--- src/rtl/audio_pkg.sv ---
// Shared types and helpers for the PWM audio output stage.
// Offset conversion maps a signed sample onto an unsigned duty code.
package audio_pkg;

    localparam int AUDIO_WIDTH = 5;
    localparam int MID         = 2 ** (AUDIO_WIDTH - 1);

    typedef enum logic [1:0] {
        IDLE,
        RAMP_UP,
        RUN,
        RAMP_DOWN
    } state_t;

    function automatic logic [31:0] mid_of(input int w);
        return 32'd1 << (w - 1);
    endfunction

    // Two's complement to offset binary: flipping the sign bit adds MID.
    function automatic logic [31:0] to_offset(input logic [31:0] s, input int w);
        return s ^ (32'd1 << (w - 1));
    endfunction

endpackage

--- src/rtl/audio_pwm_if.sv ---
// Sample-in / PWM-out bundle between the pulse channel and the audio pin stage.
interface audio_pwm_if import audio_pkg::*; #(
    parameter int WIDTH = AUDIO_WIDTH
);
    logic                    ena;
    logic signed [WIDTH-1:0] sample;
    logic                    pwm;
    logic                    frame;
    logic                    active;

    modport master (output ena, sample, input pwm, frame, active);
    modport slave  (input ena, sample, output pwm, frame, active);
endinterface

--- src/rtl/pwm_core.sv ---
// Free-running frame counter plus PWM modulator (counter compare, or 1st-order sigma-delta with AUDIO_PWM_DSM_EN).
// Latency: pwm registered, 1 clk after the duty/count it reflects; frame strobes when cnt==0.
// Backpressure: none, free-running every clock.
module pwm_core import audio_pkg::*; #(
    parameter int WIDTH = AUDIO_WIDTH
) (
    input  logic             clk,
    input  logic             rst_n,
    input  logic [WIDTH-1:0] duty,
    output logic             pwm,
    output logic             frame
);

    logic [WIDTH-1:0] cnt;

    // Strobe is registered so it lines up with cnt==0 and stays low in reset.
    always_ff @(posedge clk or negedge rst_n) begin
        if (!rst_n) begin
            cnt   <= '0;
            frame <= 1'b0;
        end else begin
            cnt   <= cnt + WIDTH'(1);
            frame <= (cnt == '1);
        end
    end

`ifdef AUDIO_PWM_DSM_EN
    logic [WIDTH:0] acc;

    // Carry out of the residue is the output bit: density duty/2**WIDTH.
    always_ff @(posedge clk or negedge rst_n) begin
        if (!rst_n) begin
            acc <= '0;
        end else begin
            acc <= {1'b0, acc[WIDTH-1:0]} + {1'b0, duty};
        end
    end

    assign pwm = acc[WIDTH];
`else
    always_ff @(posedge clk or negedge rst_n) begin
        if (!rst_n) begin
            pwm <= 1'b0;
        end else begin
            pwm <= (cnt < duty);
        end
    end
`endif

endmodule

--- src/rtl/audio_pwm.sv ---
// Signed sample to 1-bit PWM audio pin with click-free soft ramp on enable/mute; AUDIO_PWM_DSM_EN selects sigma-delta.
// Latency: ena/sample taken on frame strobe only, duty applies from that frame; pwm 1 clk behind the counter.
// Backpressure: none, inputs are sampled once per 2**WIDTH-clock frame and ignored otherwise.
module audio_pwm import audio_pkg::*; #(
    parameter int WIDTH    = AUDIO_WIDTH,
    parameter int RAMP_DIV = 1
) (
    input  logic        clk,
    input  logic        rst_n,
    audio_pwm_if.slave  bus
);

    localparam logic [WIDTH-1:0] MID_W    = WIDTH'(mid_of(WIDTH));
    localparam int               DW       = (RAMP_DIV > 1) ? $clog2(RAMP_DIV) : 1;
    localparam logic [DW-1:0]    DIV_LAST = DW'(RAMP_DIV - 1);

    state_t           state, state_nxt;
    logic [WIDTH-1:0] duty, duty_nxt, code;
    logic [DW-1:0]    div, div_nxt;
    logic             frame, step;

    assign code = WIDTH'(to_offset(32'(bus.sample), WIDTH));

    // Steps only move toward a bound that is already known to be on the far
    // side, so increments never wrap past 2**WIDTH-1 and decrements never go below 0.
    always_comb begin
        state_nxt = state;
        duty_nxt  = duty;
        div_nxt   = div;
        step      = (div == DIV_LAST);
        if (frame) begin
            case (state)
                IDLE: begin
                    duty_nxt = '0;
                    div_nxt  = '0;
                    if (bus.ena) state_nxt = RAMP_UP;
                end
                RAMP_UP: begin
                    if (!bus.ena) begin
                        state_nxt = RAMP_DOWN;
                        div_nxt   = '0;
                    end else if (duty == MID_W) begin
                        state_nxt = RUN;
                        div_nxt   = '0;
                    end else begin
                        div_nxt = step ? '0 : div + DW'(1);
                        if (step) begin
                            duty_nxt = (duty < MID_W) ? duty + WIDTH'(1) : duty - WIDTH'(1);
                            if (duty_nxt == MID_W) state_nxt = RUN;
                        end
                    end
                end
                RUN: begin
                    div_nxt = '0;
                    if (!bus.ena) state_nxt = RAMP_DOWN;
                    else          duty_nxt  = code;
                end
                RAMP_DOWN: begin
                    if (bus.ena) begin
                        state_nxt = RAMP_UP;
                        div_nxt   = '0;
                    end else if (duty == '0) begin
                        state_nxt = IDLE;
                        div_nxt   = '0;
                    end else begin
                        div_nxt = step ? '0 : div + DW'(1);
                        if (step) begin
                            duty_nxt = duty - WIDTH'(1);
                            if (duty_nxt == '0) state_nxt = IDLE;
                        end
                    end
                end
                default: begin
                    state_nxt = IDLE;
                    duty_nxt  = '0;
                    div_nxt   = '0;
                end
            endcase
        end
    end

    always_ff @(posedge clk or negedge rst_n) begin
        if (!rst_n) begin
            state <= IDLE;
            duty  <= '0;
            div   <= '0;
        end else begin
            state <= state_nxt;
            duty  <= duty_nxt;
            div   <= div_nxt;
        end
    end

    // The modulator sees the new duty during the strobe cycle itself, so each
    // 2**WIDTH-clock window carries exactly one duty value.
    pwm_core #(.WIDTH(WIDTH)) u_core (
        .clk   (clk),
        .rst_n (rst_n),
        .duty  (duty_nxt),
        .pwm   (bus.pwm),
        .frame (frame)
    );

    assign bus.frame  = frame;
    assign bus.active = (state == RUN);

endmodule

--- src/flat_wrapper.sv ---
// flat-port wrapper written by rule: the top's interface ports become plain ports
module audio_pwm_flat import audio_pkg::*;
#(
    parameter int WIDTH    = AUDIO_WIDTH,
    parameter int RAMP_DIV = 1
)
  (clk, rst_n, bus_ena, bus_sample, bus_pwm, bus_frame, bus_active);
  audio_pwm_if #(.WIDTH(WIDTH)) bus_i ();
  input  logic clk;
  input  logic rst_n;
  input wire logic [$bits(bus_i.ena)-1:0] bus_ena;
  input wire logic [$bits(bus_i.sample)-1:0] bus_sample;
  output wire logic [$bits(bus_i.pwm)-1:0] bus_pwm;
  output wire logic [$bits(bus_i.frame)-1:0] bus_frame;
  output wire logic [$bits(bus_i.active)-1:0] bus_active;
  assign bus_i.ena = bus_ena;
  assign bus_i.sample = bus_sample;
  assign bus_pwm = bus_i.pwm;
  assign bus_frame = bus_i.frame;
  assign bus_active = bus_i.active;
  audio_pwm #(.WIDTH(WIDTH), .RAMP_DIV(RAMP_DIV)) u_core (.clk(clk), .rst_n(rst_n), .bus(bus_i));
endmodule
--- config.mk ---
export PLATFORM = sky130hd
export DESIGN_NAME = audio_pwm_flat
export DESIGN_NICKNAME = d
export VERILOG_FILES = /design/src/rtl/audio_pkg.sv /design/src/rtl/audio_pwm_if.sv /design/src/rtl/pwm_core.sv /design/src/rtl/audio_pwm.sv /design/src/flat_wrapper.sv
export SDC_FILE = /design/constraint.sdc
export NUM_CORES = 1
export LEC_CHECK = 0
export ABC_AREA = 1
export CAP_MARGIN = 40
export CORE_MARGIN = 8
export CORE_UTILIZATION = 30
export DETAILED_ROUTE_END_ITERATION = 10
export HOLD_SLACK_MARGIN = 0.03
export SYNTH_ARGS = -nofsm -noshare
export SYNTH_HDL_FRONTEND = slang
export SYNTH_SLANG_ARGS = --single-unit
--- constraint.sdc ---
create_clock -name clk -period 4.2 [get_ports clk]
set_input_delay 0.63 -clock clk [delete_from_list [all_inputs] [get_ports clk]]
set_output_delay 0.63 -clock clk [all_outputs]
set_load 0.005 [all_outputs]
### Yosys cells after proc, flatten, opt, wreduce, memory -nomap -nowiden

Cells that the tools add are included.

| word-level totals | value |
|---|---|
| register bits | 15 |
| input port bits | 8 |
| output and inout port bits | 3 |
| word-level logic and storage cells | 57 |

| cells by class | value |
|---|---|
| add/subtract/negate cells | 4 |
| $lt $le $gt $ge | 2 |
| equal/unequal tests | 12 |
| mux-type cells | 27 |
| bitwise logic cells | 1 |
| reduce and logical (&&, ||, !) cells | 5 |

Operator list:

| operator | count |
|---|---|
| 2-to-1 mux 5 bit | 9 |
| 2-to-1 mux 2 bit | 10 |
| case mux 5 bit (4 select lines) | 1 |
| equality test 5 bit (second input constant) | 3 |
| adder 5 x 1 -> 5 bit (second input constant) | 2 |
| zero test 5 bit | 2 |
| inequality test 4 bit (second input constant) | 2 |
| case mux 2 bit (4 select lines) | 1 |
| AND reduction 7 bit | 1 |
| < comparator 5 bit | 1 |
| < comparator 5 bit (second input constant) | 1 |
| 2-to-1 mux 1 bit | 5 |
| subtractor 5 x 1 -> 5 bit (second input constant) | 1 |
| equality test 2 bit (second input constant) | 2 |
| inequality test 2 bit (second input constant) | 2 |
| inequality test 4 x 2 -> 1 bit (second input constant) | 1 |
| inequality test 4 x 3 -> 1 bit (second input constant) | 1 |
| case mux 1 bit (3 select lines) | 1 |
| equality test 2 x 1 -> 1 bit (second input constant) | 1 |
| zero test 2 bit | 1 |
| OR reduction 2 bit | 1 |
| adder 1 bit (second input constant) | 1 |
| inverter 1 bit | 1 |

### Depth between registers and ports, before layout

| logic depth | value |
|---|---|
| word-level depth | 8 |
| mapped depth | 16 |
| mapped depth without buffers | 16 |

### By module

Synthesis repeated with hierarchy kept, for this count alone.

| second synthesis, totals | value |
|---|---|
| cell total of the unflattened synthesis | 185 |
| area, all modules | 1306.3 um^2 |

By module, submodules not included:

| module | instances | cells an instance | area an instance (um^2) | sequential area each (um^2) |
|---|---|---|---|---|
| audio_pwm | 1 | 148 | 952.2 | 175.2 |
| pwm_core | 1 | 37 | 354.1 | 175.2 |

### Worst setup path after synthesis

No wires, ideal clock.

| timing path | value |
|---|---|
| path type | reg-to-reg |
| start point | register u_core.duty[0] |
| end point | register u_core.u_core.pwm |
| setup time | 0.077 ns |
| arrival time | 2.050 ns |
| data required time | 4.123 ns |
| setup slack | 2.072 ns |
| cell stages (with the launch flop) | 17 |
| buffers on the path | 0 |
| period minus slack after synthesis | 2.128 ns |
| cells stage by stage | dfrtp_1 inv_2 ha_1 xor2_2 nand2_1 o21ai_2 nand2_1 o21ai_2 nand2_1 nand2_1 nand2_1 o21ai_2 inv_2 ha_1 a21oi_1 o21ai_0 a21oi_1 |

| between the ends | value |
|---|---|
| longest elaborated chain between the ends | 8 |
| elaborated cells between the ends (all ways) | 16 |
| those cells by class | add/sub (2); order compare (2); eq/ne (1); mux (10); reduce/logical (1) |

Ends and longest elaborated chain:

| what | line | RTL |
|---|---|---|
| start: declaration | audio_pwm.sv:18 | `logic [WIDTH-1:0] duty, duty_nxt, code;` |
| start signal: assignment | audio_pwm.sv:89 | `duty <= duty_nxt;` |
| subtractor 5 x 1 -> 5 bit (tied with other cells) | audio_pwm.sv:48, audio_pwm.sv:68 |  |
| 2-to-1 mux 5 bit | audio_pwm.sv:48 | `duty_nxt = (duty < MID_W) ? duty + WIDTH'(1) : duty - WIDTH'(1);` |
| 2-to-1 mux 5 bit | audio_pwm.sv:47 | `if (step) begin` |
| 2-to-1 mux 5 bit | audio_pwm.sv:42 | `end else if (duty == MID_W) begin` |
| 2-to-1 mux 5 bit | audio_pwm.sv:39 | `if (!bus.ena) begin` |
| case mux 5 bit (4 select lines) (*) | audio_pwm.sv:32 | `case (state)` |
| 2-to-1 mux 5 bit (*) | audio_pwm.sv:31 | `if (frame) begin` |
| net u_core.duty_nxt[2] | audio_pwm.sv:18 |  |
| < comparator 5 bit (*) | pwm_core.sv:45 | `pwm <= (cnt < duty);` |
| end signal: assignment | pwm_core.sv:45 |  |
| end: declaration | pwm_core.sv:10 | `output logic pwm,` |

The timed path passes the listed nets; every way through them passes the cells marked *.
A chain may end at the register's enable or synchronous reset.

### Worst setup path after layout

| timing path | value |
|---|---|
| start point | input bus_ena |
| end point | register u_core.u_core.pwm |

| between the ends | value |
|---|---|
| longest elaborated chain between the ends | 4 |
| elaborated cells between the ends (all ways) | 6 |
| those cells by class | order compare (1); mux (5) |

Ends and longest elaborated chain:

| what | line | RTL |
|---|---|---|
| start: declaration | flat_wrapper.sv:11 | `input wire logic [$bits(bus_i.ena)-1:0] bus_ena;` |
| 2-to-1 mux 5 bit, on equally long branches | audio_pwm.sv:59, audio_pwm.sv:39, audio_pwm.sv:55 |  |
| case mux 5 bit (4 select lines) (*) | audio_pwm.sv:32 |  |
| 2-to-1 mux 5 bit (*) | audio_pwm.sv:31 |  |
| < comparator 5 bit (*) | pwm_core.sv:45 |  |

Mark *: on every way between the ends. The rest lies on a longest branch, timed or not.

==> impl_metrics.env <==
export IMPL_crit_required_ns=4.37
export IMPL_most_common_cell_after_layout_fill_and_taps_aside="nand2_1"
export IMPL_fin_tns_setup_ns=0
export IMPL_crit_path_frequent_cell="nand2_1"
export IMPL_crit_slowest_cell="clkdlybuf4s50_1"
export IMPL_critical_path_class="in2reg"
export IMPL_setup_ws_ns=1.633
export IMPL_std_cell_rows=23
export IMPL_synth_avg_cell_area_um2=7.602
export IMPL_place_worst_setup_slack_ns=1.369
export IMPL_final_cell_mix="nand2_1 (39), nand3_1 (19), ha_1 (14), dfrtp_1 (14), inv_1 (12)"
export IMPL_num_io_pins=11
export IMPL_r2r_slack_ns=1.74
export IMPL_p_clk_share_pct=40.1
export IMPL_post_synth_main_area_contributors="dfrtp_1 (29%), ha_1 (15%), nand2_1 (12%), nand3_1 (7.9%), inv_1 (3.8%)"
export IMPL_chipWidth_um=79.28
export IMPL_clock_tree_from_tritoncts="done"
export IMPL_synth_top_cell_by_area="dfrtp_1"
export IMPL_grt_total_ovfl=0
export IMPL_antenna_left=0
export IMPL_timing_final_max_slew_violations=0
export IMPL_clock_skew_ns=0.0009560
export IMPL_timing_final_crit_period_ns=2.567
export IMPL_core_area_um2=3914
export IMPL_cts_hold_repair_buffers=0
export IMPL_drt_iter0_drc=70
export IMPL_clock_sinks=14
export IMPL_critical_path_cell_list="clkdlybuf4s50_1 -> inv_2 -> a21oi_1 -> o21ai_0 -> nand2_1 -> nand2_1 -> a22oi_1 -> ha_1 -> nand2_1 -> o21ai_0 -> a21oi_1"
export IMPL_postSynthNetCount=180
export IMPL_dp_final_hpwl_um=2061
export IMPL_insertedDiodeCount=0
export IMPL_die_height_um=79.28
export IMPL_tritonroute_pass_1_iters=4
export IMPL_worst_hold_slack_ns=0.4736
export IMPL_number_of_levels_in_the_clock_h_tree=1
export IMPL_hold_path_cell_count=1
export IMPL_cts_post_setup_buffers_inserted=0
export IMPL_grt_pass1_vias=1036
export IMPL_critPathMaxFanout=14
export IMPL_timing_max_cap_violations=0
export IMPL_pwr_share_seq_pct=50.8
export IMPL_finalWirelength_um=2566
export IMPL_pin_count_of_the_biggest_net_entering_global_routing=15
export IMPL_net_switching_share_of_the_total_power_pct=21.81
export IMPL_status="complete, no violations"
export IMPL_cts_resized=0
export IMPL_critPathCaptureType="register"
export IMPL_critical_path_arrival_ns=2.73
export IMPL_critical_path_max_stage_delay_ns=0.64
export IMPL_worstHoldStart="u_core.u_core.cnt[0]"
export IMPL_detail_route_wl_per_cell_um=11.88
export IMPL_hold_viol_final=0
export IMPL_post_synth_inst_count=158
export IMPL_share_of_cells_above_drive_strength_1_pct=11.45
export IMPL_min_delay_worst_endpoint="u_core.u_core.cnt[0]"
export IMPL_global_placer_s_final_weighted_congestion=0.8999
export IMPL_path_delay_family="buffers and inverters"
export IMPL_layout_core_utilization_pct=34.65
export IMPL_critical_path_startpoint_type="input pin"
export IMPL_antenna_found_initial=0
export IMPL_r2r_cells=16
export IMPL_detailroute_via_count=1026
export IMPL_route_detailed_vias_per_inst=4.750
export IMPL_cts_buffers=3
export IMPL_synth_lib_cells_used_distinct=27
export IMPL_io_buf_count=10
export IMPL_post_layout_total_power_uw=267.6
export IMPL_slew_at_the_pin_closest_to_its_max_slew_limit_ns=0.6099
export IMPL_yosysTopAreaCellShare_pct=29.17
export IMPL_regToRegStartpoint="u_core.duty[0]"
export IMPL_yosys_warnings=0
export IMPL_grt_usage_pct=8.976
export IMPL_maxClockFrequency_ghz=0.3896
export IMPL_internal_power_uw=209.3
export IMPL_worst_hold_path_type="reg2reg"
export IMPL_cellLeakagePower_uw=0.0006565
export IMPL_starting_density_pct=30.69
export IMPL_mapped_area_um2=1201
export IMPL_cts_root_buffer_cell="clkbuf_8"
export IMPL_combinational_share_of_power_pct=9.1
export IMPL_cts_max_path_buffers=2
export IMPL_worstPathBufferInverterCount=2
export IMPL_rsz0062_at_grt="no"
export IMPL_timing_rr_end="u_core.u_core.pwm"
export IMPL_path_depth=11
export IMPL_ir_drop_uv=152.3
export IMPL_cellPowerDensity_nw_per_um2=197.3
export IMPL_power_switching_uw=58.37
export IMPL_finalSetupViolCount=0
export IMPL_worst_setup_hold_path_clk_slew_ns=0.05
export IMPL_drt_drc_violations_left=0
export IMPL_final_net_count=190
export IMPL_slew_limit_headroom_pct=59.21
export IMPL_register_bit_total_from_synthesis=14
export IMPL_clock_insertion_delay_worst_skew_ns=0.24
export IMPL_global_route_wire_length_before_repair_um=4664
export IMPL_layout_area_overhead_vs_synth_pct=12.92
export IMPL_final_period_utilization_pct=61.12
export IMPL_synth_seq_area_share_pct=29.17
export IMPL_die_area_um2=6285
[sequential cells by signal, summed over array words and instances (netlist names)]
signal,count
u_core.duty,5
u_core.u_core.cnt,5
u_core.state,2
u_core.u_core.frame,1
u_core.u_core.pwm,1
[synthesized netlist by cell type (all sizes together)]
cell	instances
o22ai	1
nor2	11
o211ai	2
nor3	1
xnor2	2
buf	5
dfrtp	14
nand2	41
nand3	21
o21ai	10
a22oi	3
a21boi	1
nand4	2
a21oi	8
xor2	4
ha	14
inv	18
[power by group through the flow]
stage,Sequential [µW],Combinational [µW],Clock [µW]
floorplan,138,14.1,0
global placement,138,24.4,0
finish,136,24.3,107
detailed placement,138,24.2,0
CTS,136,24.4,112
global route,136,27.7,115
[through the flow]
step	cells	area [µm²]
2_1_floorplan	158	1201
3_3_place_gp	213	1315
3_5_place_dp	213	1315
4_1_cts	216	1356
5_1_grt	216	1356
6_report	216	1356
[layer usage]
layer	track usage [%]	up-vias	wire length, µm
met1	11.90	456	1279
li1	-	537	-
met5	0	-	0
met4	4.074	0	69
met2	13.64	25	1087
met3	1.806	8	129
[cell type report]
type / instances / area [µm²]
inverters: 18 / 70.07
clock buffers: 3 / 41.29
repair buffers: 10 / 100.1
well taps: 50 / 62.56
multi-input cells: 121 / 732.0
fillers: 444 / 2557
flip-flops and latches: 14 / 350.3
[kinds of logic after synthesis]
family / synth area share (%)
and+or+nand+nor: 28.33
adders and majority gates: 14.58
xor gates and xnor gates: 5.001
buffers and inverters: 9.896
DFF: 29.17
AOI/OAI and AO/OA: 13.02
[how the worst max path moves through the flow]
| stage | startpoint | to | slack [ns] |
|---|---|---|---|
| 2_1_floorplan | u_core.duty[0] | u_core.u_core.pwm | 2.07 |
| 3_3_place_gp | bus_ena | u_core.u_core.pwm | 1.43 |
| 3_5_place_dp | bus_ena | u_core.u_core.pwm | 1.37 |
| 4_1_cts | bus_ena | u_core.u_core.pwm | 1.62 |
| 5_1_grt | bus_ena | u_core.u_core.pwm | 1.30 |
| 6_report | bus_ena | u_core.u_core.pwm | 1.63 |
No activity file was read; power rests on OpenSTA's default activity.
